==> src/rtl/tone_pkg.sv <==
// Tone generator shared constants: register offsets, stop bit and ms-tick helper.
// Pure declarations; no latency, no backpressure.
package tone_pkg;
  localparam int REGS_PER_CH = 2;
  localparam int OFF_HALF    = 0;  // offsets within a channel's register pair
  localparam int OFF_DUR     = 1;
  localparam int OFF_STATUS  = 0;  // relative to BASE_ADDR + REGS_PER_CH*NUM_CH
  localparam int STOP_BIT    = 31;

  function automatic int ms_tick_count(input int sys_freq_hz);
    return (sys_freq_hz / 1000 < 1) ? 1 : sys_freq_hz / 1000;
  endfunction
endpackage

==> src/rtl/tone_channel.sv <==
// One tone channel: square oscillator and note gate; writes land on the same edge, no backpressure.
// Note-timeout counters exist only when TONE_DURATION_EN is defined.
module tone_channel
  import tone_pkg::*;
#(
  parameter int HALF_W = 24,
  parameter int DUR_W  = 16
) (
  input  logic              i_clock,
  input  logic              i_reset,
  input  logic              i_half_we,
  input  logic              i_dur_we,
  input  logic [HALF_W-1:0] i_half_dat,
  input  logic [DUR_W-1:0]  i_dur_dat,
  input  logic              i_stop,
`ifdef TONE_DURATION_EN
  input  logic              i_tick,
`endif
  output logic [HALF_W-1:0] o_half,
  output logic [DUR_W-1:0]  o_dur,
  output logic              o_sq,
  output logic              o_active
);
  logic [HALF_W-1:0] r_half;
  logic [HALF_W-1:0] r_phase;
  logic [DUR_W-1:0]  r_dur;
  logic              r_sq;
  logic              r_active;

  // A half-period write restarts the phase but leaves the square level alone.
  always_ff @(posedge i_clock) begin
    if (i_reset) begin
      r_half  <= '0;
      r_phase <= '0;
      r_sq    <= 1'b0;
    end else if (i_half_we) begin
      r_half  <= i_half_dat;
      r_phase <= '0;
    end else if (r_half == '0) begin
      r_phase <= '0;
      r_sq    <= 1'b0;
    end else if (r_phase == r_half - HALF_W'(1)) begin
      r_phase <= '0;
      r_sq    <= ~r_sq;
    end else begin
      r_phase <= r_phase + HALF_W'(1);
    end
  end

`ifdef TONE_DURATION_EN
  logic [DUR_W-1:0] r_rem;

  // A DUR write outranks an expiry tick on the same edge.
  always_ff @(posedge i_clock) begin
    if (i_reset) begin
      r_dur    <= '0;
      r_rem    <= '0;
      r_active <= 1'b0;
    end else if (i_dur_we) begin
      r_dur    <= i_dur_dat;
      r_rem    <= i_dur_dat;
      r_active <= ~i_stop;
    end else if (i_tick && r_active && (r_rem != '0)) begin
      r_rem <= r_rem - DUR_W'(1);
      if (r_rem == DUR_W'(1)) r_active <= 1'b0;
    end
  end
`else
  always_ff @(posedge i_clock) begin
    if (i_reset) begin
      r_dur    <= '0;
      r_active <= 1'b0;
    end else if (i_dur_we) begin
      r_dur    <= i_dur_dat;
      r_active <= ~i_stop && (i_dur_dat != '0);
    end
  end
`endif

  assign o_half   = r_half;
  assign o_dur    = r_dur;
  assign o_sq     = r_sq;
  assign o_active = r_active;
endmodule

==> src/rtl/mmio_tone_gen.sv <==
// MMIO polyphonic square-wave generator mixed to one PWM pin; reads combinational, audio_out one cycle after the frame counter.
// No backpressure (bus writes always accepted); TONE_DURATION_EN enables ms-timed notes.
module mmio_tone_gen
  import tone_pkg::*;
#(
  parameter int NUM_CH      = 4,
  parameter int SYS_FREQ_HZ = 50000000,
  parameter int BASE_ADDR   = 4098,
  parameter int HALF_W      = 24,
  parameter int DUR_W       = 16,
  parameter int PWM_PERIOD  = 1000
) (
  input  logic              clock,
  input  logic              reset,
  input  logic [31:0]       addr,
  input  logic [31:0]       wdata,
  input  logic              wren,
  output logic              hit,
  output logic [31:0]       rdata,
  output logic [NUM_CH-1:0] active,
  output logic              audio_out
);
  localparam int LAST_OFF = REGS_PER_CH * NUM_CH + OFF_STATUS;
  localparam int STEP     = PWM_PERIOD / NUM_CH;
  localparam int PW       = $clog2(PWM_PERIOD + 1);

  logic              w_hit;
  logic [31:0]       w_off;
  logic [HALF_W-1:0] w_half [NUM_CH];
  logic [DUR_W-1:0]  w_dur  [NUM_CH];
  logic [NUM_CH-1:0] w_sq;
  logic [NUM_CH-1:0] w_active;
  logic              w_unused;

  assign w_hit    = (addr >= 32'(BASE_ADDR)) && (addr <= 32'(BASE_ADDR + LAST_OFF));
  assign w_off    = addr - 32'(BASE_ADDR);
  assign w_unused = ^wdata;

`ifdef TONE_DURATION_EN
  localparam int TICK_N = ms_tick_count(SYS_FREQ_HZ);
  localparam int TW     = (TICK_N > 1) ? $clog2(TICK_N) : 1;

  logic [TW-1:0] r_presc;
  logic          w_tick;

  // Free-running; bus writes never realign it.
  assign w_tick = (r_presc == TW'(TICK_N - 1));

  always_ff @(posedge clock) begin
    if (reset) r_presc <= '0;
    else       r_presc <= w_tick ? '0 : r_presc + TW'(1);
  end
`endif

  for (genvar c = 0; c < NUM_CH; c++) begin : g_ch
    logic w_half_we;
    logic w_dur_we;

    assign w_half_we = wren && w_hit && (w_off == 32'(REGS_PER_CH * c + OFF_HALF));
    assign w_dur_we  = wren && w_hit && (w_off == 32'(REGS_PER_CH * c + OFF_DUR));

    tone_channel #(
      .HALF_W (HALF_W),
      .DUR_W  (DUR_W)
    ) u_ch (
      .i_clock    (clock),
      .i_reset    (reset),
      .i_half_we  (w_half_we),
      .i_dur_we   (w_dur_we),
      .i_half_dat (wdata[HALF_W-1:0]),
      .i_dur_dat  (wdata[DUR_W-1:0]),
      .i_stop     (wdata[STOP_BIT]),
`ifdef TONE_DURATION_EN
      .i_tick     (w_tick),
`endif
      .o_half     (w_half[c]),
      .o_dur      (w_dur[c]),
      .o_sq       (w_sq[c]),
      .o_active   (w_active[c])
    );
  end

  always_comb begin
    rdata = '0;
    if (w_hit) begin
      if (w_off == 32'(LAST_OFF)) rdata = 32'(w_active);
      for (int c = 0; c < NUM_CH; c++) begin
        if (w_off == 32'(REGS_PER_CH * c + OFF_HALF)) rdata = 32'(w_half[c]);
        if (w_off == 32'(REGS_PER_CH * c + OFF_DUR))  rdata = 32'(w_dur[c]);
      end
    end
  end

  logic [PW-1:0] r_pwm;
  logic [PW-1:0] r_level;
  logic [PW-1:0] w_level;
  logic [PW-1:0] w_frame_level;
  logic          r_audio;

  always_comb begin
    w_level = '0;
    for (int c = 0; c < NUM_CH; c++) begin
      if (w_active[c] && w_sq[c]) w_level = w_level + PW'(STEP);
    end
  end

  // Level is frozen at frame start so a channel edge never cuts a PWM pulse.
  assign w_frame_level = (r_pwm == '0) ? w_level : r_level;

  always_ff @(posedge clock) begin
    if (reset) begin
      r_pwm   <= '0;
      r_level <= '0;
      r_audio <= 1'b0;
    end else begin
      r_pwm   <= (r_pwm == PW'(PWM_PERIOD - 1)) ? '0 : r_pwm + PW'(1);
      if (r_pwm == '0) r_level <= w_level;
      r_audio <= (r_pwm < w_frame_level);
    end
  end

  assign hit       = w_hit;
  assign active    = w_active;
  assign audio_out = r_audio;
endmodule

==> config.mk <==
export PLATFORM = sky130hd
export DESIGN_NAME = mmio_tone_gen
export DESIGN_NICKNAME = d
export VERILOG_FILES = /design/src/rtl/tone_pkg.sv /design/src/rtl/tone_channel.sv /design/src/rtl/mmio_tone_gen.sv
export SDC_FILE = /design/constraint.sdc
export NUM_CORES = 1
export LEC_CHECK = 0
export CAP_MARGIN = 30
export CORE_MARGIN = 2
export CORE_UTILIZATION = 65
export CTS_CLUSTER_DIAMETER = 50
export DETAILED_ROUTE_END_ITERATION = 8
export PLACE_DENSITY = 0.86
export SETUP_SLACK_MARGIN = 0.2
export SLEW_MARGIN = 20
export SYNTH_ARGS = -nofsm -noshare
export SYNTH_HDL_FRONTEND = slang
export SYNTH_SLANG_ARGS = --single-unit
==> constraint.sdc <==
create_clock -name clock -period 12 [get_ports clock]
set_input_delay 2.4 -clock clock [delete_from_list [all_inputs] [get_ports clock]]
set_output_delay 2.4 -clock clock [all_outputs]
set_load 0.05 [all_outputs]
Word-level counts from Yosys, hierarchy flattened
Cells that the tools add are included.
W data, S select, Z words.

storage, ports and cells
  output and inout port bits = 38
  word-level logic and storage cells = 119
  bits of input ports = 67
  flip-flop bits (word level) = 285

cells by class
  bitwise gates (word level) = 9
  reductions and logical operators = 35
  magnitude comparators = 3
  muxes and demuxes = 23
  $add $sub $neg = 13
  equal/unequal tests = 13

operators with widths
  kind                      number
  $mux W32                  9
  $eq A32 B3 Y1 const B     4
  $add A24 B1 Y24 const B   4
  $eq A24 B24 Y1            4
  $logic_not A24 Y1         4
  $sub A24 B1 Y24 const B   4
  $eq A32 B2 Y1 const B     2
  $mux W10                  4
  $eq A32 B1 Y1 const B     1
  $eq A32 B4 Y1 const B     1
  $ge A32 B13 Y1 const B    1
  $le A32 B13 Y1 const B    1
  $logic_not A32 Y1         1
  $sub A32 B13 Y32 const B  1
  $add A10 B8 Y10 const B   3
  $reduce_bool A16 Y1       1
  $reduce_or A4 Y1          4
  $logic_and A1 B1 Y1       15
  $add A10 B1 Y10 const B   1
  $eq A10 B10 Y1 const B    1
  $logic_not A10 Y1         1
  $lt A10 B10 Y1            1
  $not A1 Y1                9
  $mux W1                   8
  5 further kinds           11

Logic depth before layout (Yosys ltp)
  word-level depth = 12
  mapped depth = 16
  gate-level depth less buffers = 16

By module
Synthesis repeated with hierarchy kept, for this count alone.

unflattened totals
  cells, all modules = 2,009
  area, all modules = 17,205.3 sq um

by module, submodules not included
  module                           sequential area each (sq um)  times used  cells an instance  area each (sq um)
  tone_channel (g_ch[0].u_ch ...)  1,321.3                       3           389                3,407.0
  mmio_tone_gen                    420.4                         1           459                3,599.7
  tone_channel (g_ch[3].u_ch)      1,321.3                       1           383                3,384.5

Worst setup path before layout
No wires, ideal clock.

  kind = input -> output
  start = in addr[1]
  end = out rdata[12]
  data required time = 9,600 ps
  setup slack = 3,233 ps
  data arrival time = 6,367 ps
  stages = 13
  path through = clkbuf_1 > inv_1 > clkbuf_1 > ha_1 > nand2b_1 > o31ai_4 > mux2i_1 > a2111oi_4 > nand4_1 > nor3_2 > buf_4 > a21oi_1 > a221oi_1

between the ends
  longest elaborated chain between the ends = 11
  elaborated cells on any way between the ends = 21
  classes of those cells = add/sub: 1; order compare: 2; eq/ne: 7; mux: 9; reduce/logical: 2

ends and longest elaborated chain
  what               line                 source
  from (decl)        mmio_tone_gen.sv:15  input logic [31:0] addr,
  $sub A32 B13 Y32   mmio_tone_gen.sv:36  assign w_off = addr - 32'(BASE_ADDR);
  $logic_not A32 Y1  mmio_tone_gen.sv:88  if (w_off == 32'(REGS_PER_CH * c + OFF_HALF)) rdata = 32'(w_half[c]);
  $mux W32           mmio_tone_gen.sv:88
  $mux W32           mmio_tone_gen.sv:89  if (w_off == 32'(REGS_PER_CH * c + OFF_DUR)) rdata = 32'(w_dur[c]);
  $mux W32           mmio_tone_gen.sv:88
  $mux W32           mmio_tone_gen.sv:89
  $mux W32           mmio_tone_gen.sv:88
  $mux W32           mmio_tone_gen.sv:89
  $mux W32           mmio_tone_gen.sv:88
  $mux W32           mmio_tone_gen.sv:89
  $mux W32 *         mmio_tone_gen.sv:85  if (w_hit) begin
  to (decl)          mmio_tone_gen.sv:19  output logic [31:0] rdata,

Every way passes the cells marked *; elsewhere a longest branch is shown, timed or not.

Final worst setup path
  start = in addr[1]
  end = out rdata[5]

The elaborated chain is that of the path after synthesis.

==> impl_results.md <==
* Maximum root-to-sink buffer count at 3
* Die Y at 168 µm
* Synth Area in XOR/XNOR at 10.7%
* Core area at ~0.026 mm²
* Worst path arrival time at between 7 and 8 ns
* Sequential cell area at ~0.0057 mm²
* Total CTS buffers at 36
* Max Freq at 0.0984 GHz
* Max VDD drop at between 0.1 and 0.15 mV
* Drt pass-1 iters at 6
* Placed Instances at ~2400
* Design Area, Final at 0.0196 mm²
* Area grow syn2layout at 12.1%
* Area occupied by multi-input gates at between 0.01 and 0.015 mm²
* Post-cts resize count at 0
* Largest family of logic cells by synthesized area: simple AND/OR/NAND/NOR gates
* Fin Hold WS at between 0.4 and 0.5 ns
* Leading cell type in the layout, fill and taps excluded: nor2_1
* Initial antenna violation count at 0
* Clock transition at path regs at about 0.060 ns
* Placed Area at between 0.015 and 0.02 mm²
* Simple-Gate Fraction of Synth Area at approximately a quarter
* WL/cell at about 21 µm
* Worst setup SP type: input pin
* Status: finished clean
* Post-synth EDFFs at 0
* Initial Utilization at around two thirds
* Synth warn at 0
* Pwr Density at 111 mW/mm²
* Slew HR at 28.9%
* RSZ-0062 raised after global routing: no
* Full die area at about 0.028 mm²
* CTS tree: built
* IO Port Bufs at 89
* Largest net degree at the start of global routing at 67
* Final Hold Viols at 0
* Diodes inserted at 0
* Routed Antenna Nets at 0
* Synthesized flop and latch total at between 200 and 300
* HP Class: reg -> reg
* Period utilization at roughly 85%
* Gate Count Post-Synth at roughly 2100
* Tightest Pin Transition at 1.06 ns
* Initial DRC Count at around 1800
* Non-Filler Instances at 2494
* Vias at 16391
* Global placer's final weighted congestion at about 1.0
* Post-Syn Area at 0.0175 mm²
* Compound-Gate Fraction of Synth Area at a little over a tenth
* Distinct cells, synth at 92
* Final-stage net count at 2231
* Main synth FF type: dfxtp_1
* CP Max Fanout at 21
* CP endpoint kind: primary output
* Async SR Flop Fraction at 0%
* Vias in the first global route at around 16000
* H-Tree Depth at 2
* Worst Path Required at 9.60 ns
* Clk_lat worst skew at ~0.5 ns
* Final setup TNS at 0 ns
* First-pass GRT wire length at 82300 µm
* Static Leakage at a little under 7 nW
* # fillers at 1957
* Mean Syn Cell Area at 8.22 µm²
* DRT Wirelength at about 52000 µm
* Fraction of synthesized area in multiplexers at around an eighth
* DRC violations left at 0
* Hold-fix buffers, CTS at 0
* Final HPWL DP at roughly 37000 µm
* Die width at about 170 µm
* I/O pins at 105
* WS Path Type: in -> out
* Min Tclk post-route at ~10 ns
* Final Total Pwr at about 0.0022 W
* Area share of fa/ha/maj cells after synthesis at under 10%
* Worst Clk Skew at ~0.012 ns
* Most frequent cells in the layout: nor2_1 (373), dfxtp_1 (285), mux2i_1 (174), xnor2_1 (117), nor3_1 (102)
* Sequential fraction of the synthesis area at 32.7%
* Standard-cell row count at 59
* Congestion Overflow GR at 0
* Final setup violation count at 0
* CTS sink count at 285
* All-Layer GR Usage at 36.1%
* Via/cell ratio at approximately 6.6
* Proportion of layout cells with a drive suffix above 1 at around 6.8%
* Max Slew Vio Count at 0
* Max Cap Viol at 0
* Clock root cell: clkbuf_16
* # Post-CTS Setup Buffers at 0
[stage by stage]
stage               util [%]  worst slack [ns]
floorplan                  -              3.23
global placement        69.8              1.74
detailed placement      69.9              1.99
CTS                     74.6              1.99
global route            74.7              1.57
finish                  74.7              1.83
[registers in the layout (all words and copies together), names as in the netlist]
name,count
audio_out,1
g_ch.u_ch.o_active,4
g_ch.u_ch.o_dur,64
g_ch.u_ch.o_half,96
g_ch.u_ch.o_sq,4
g_ch.u_ch.r_phase,96
r_level,10
r_pwm,10
[report_power, final]
part	switching [W]	total (W)	internal (W)	leakage, nW
Combinational	0.0000800	0.000119	0.0000390	3.84
Sequential	0.00000137	0.000950	0.000949	2.30
Clock	0.000433	0.00111	0.000672	0.602
Total	0.000514	0.00217	0.00166	6.74
[per-layer routing]
metal,vias to the layer above,routed length [µm],global-route usage (%),share of wire [%]
li1,7546,-,-,-
met1,7764,19900,44.4,38
met4,0,2740,17.5,5.2
met5,-,0,0,0
met3,210,5350,6.77,10
met2,871,24300,61.1,47
[worst paths after layout]
| path | cells past startpoint | endpoint | slack [ns] | startpoint |
|---|---|---|---|---|
| setup / recovery | 13 | rdata[5] | 1.83 | addr[1] |
| hold / removal | 1 | r_pwm[0] | 0.46 | r_pwm[0] |
| setup reg to reg | 8 | g_ch[3].u_ch.r_phase[3] | 7.96 | g_ch[3].u_ch.o_half[10] |
| hold reg to reg | 1 | r_pwm[0] | 0.46 | r_pwm[0] |
[worst max-delay path, stage by stage]
cell and delay [ns]:
clkdlybuf4s50_1 0.66, inv_1 0.43, ha_1 0.37, nand2b_1 0.20
o31ai_4 0.34, xnor2_1 0.21, nor2b_1 0.52, nand4_1 0.16
buf_4 0.25, nor2_1 0.76, nand2_1 0.15, a221oi_1 0.40
clkdlybuf4s50_1 0.89
[logic make-up (layout without fill, tap and decap cells)]
family,count (synthesis),count (layout)
fa+ha+maj,31,31
flops,285,285
xor+xnor,213,213
compound gates,273,273
mux,191,191
buf+inv,219,246
other cells,1,8
simple gates,912,912
[synth_stat cells, drive strengths merged (22+ instances only)]
cell / n / area share (%)
buf: 48 / 1.7
clkbuf: 102 / 2.2
nor4: 44 / 1.8
or4: 26 / 1.1
or3: 22 / 0.79
nand3: 77 / 2.2
ha: 29 / 2.1
nor2: 373 / 8.0
mux2i: 174 / 10
xor2: 96 / 4.8
nand2: 84 / 1.8
nor3: 105 / 3.1
xnor2: 117 / 5.9
nand4: 36 / 1.3
and3: 28 / 1.0
a21oi: 74 / 2.1
dfxtp: 285 / 33
inv: 68 / 1.5
o21ai: 42 / 1.2
[final cells by class]
type | instances | area share [%]
Clock inverter | 18 | 1.05
Sequential cell | 285 | 29.1
Tap cell | 335 | 2.14
Multi-Input combinational cell | 1628 | 55.6
Timing Repair Buffer | 114 | 5.51
Inverter | 69 | 1.32
Clock buffer | 45 | 5.19
(Power assumes the default switching activity.)
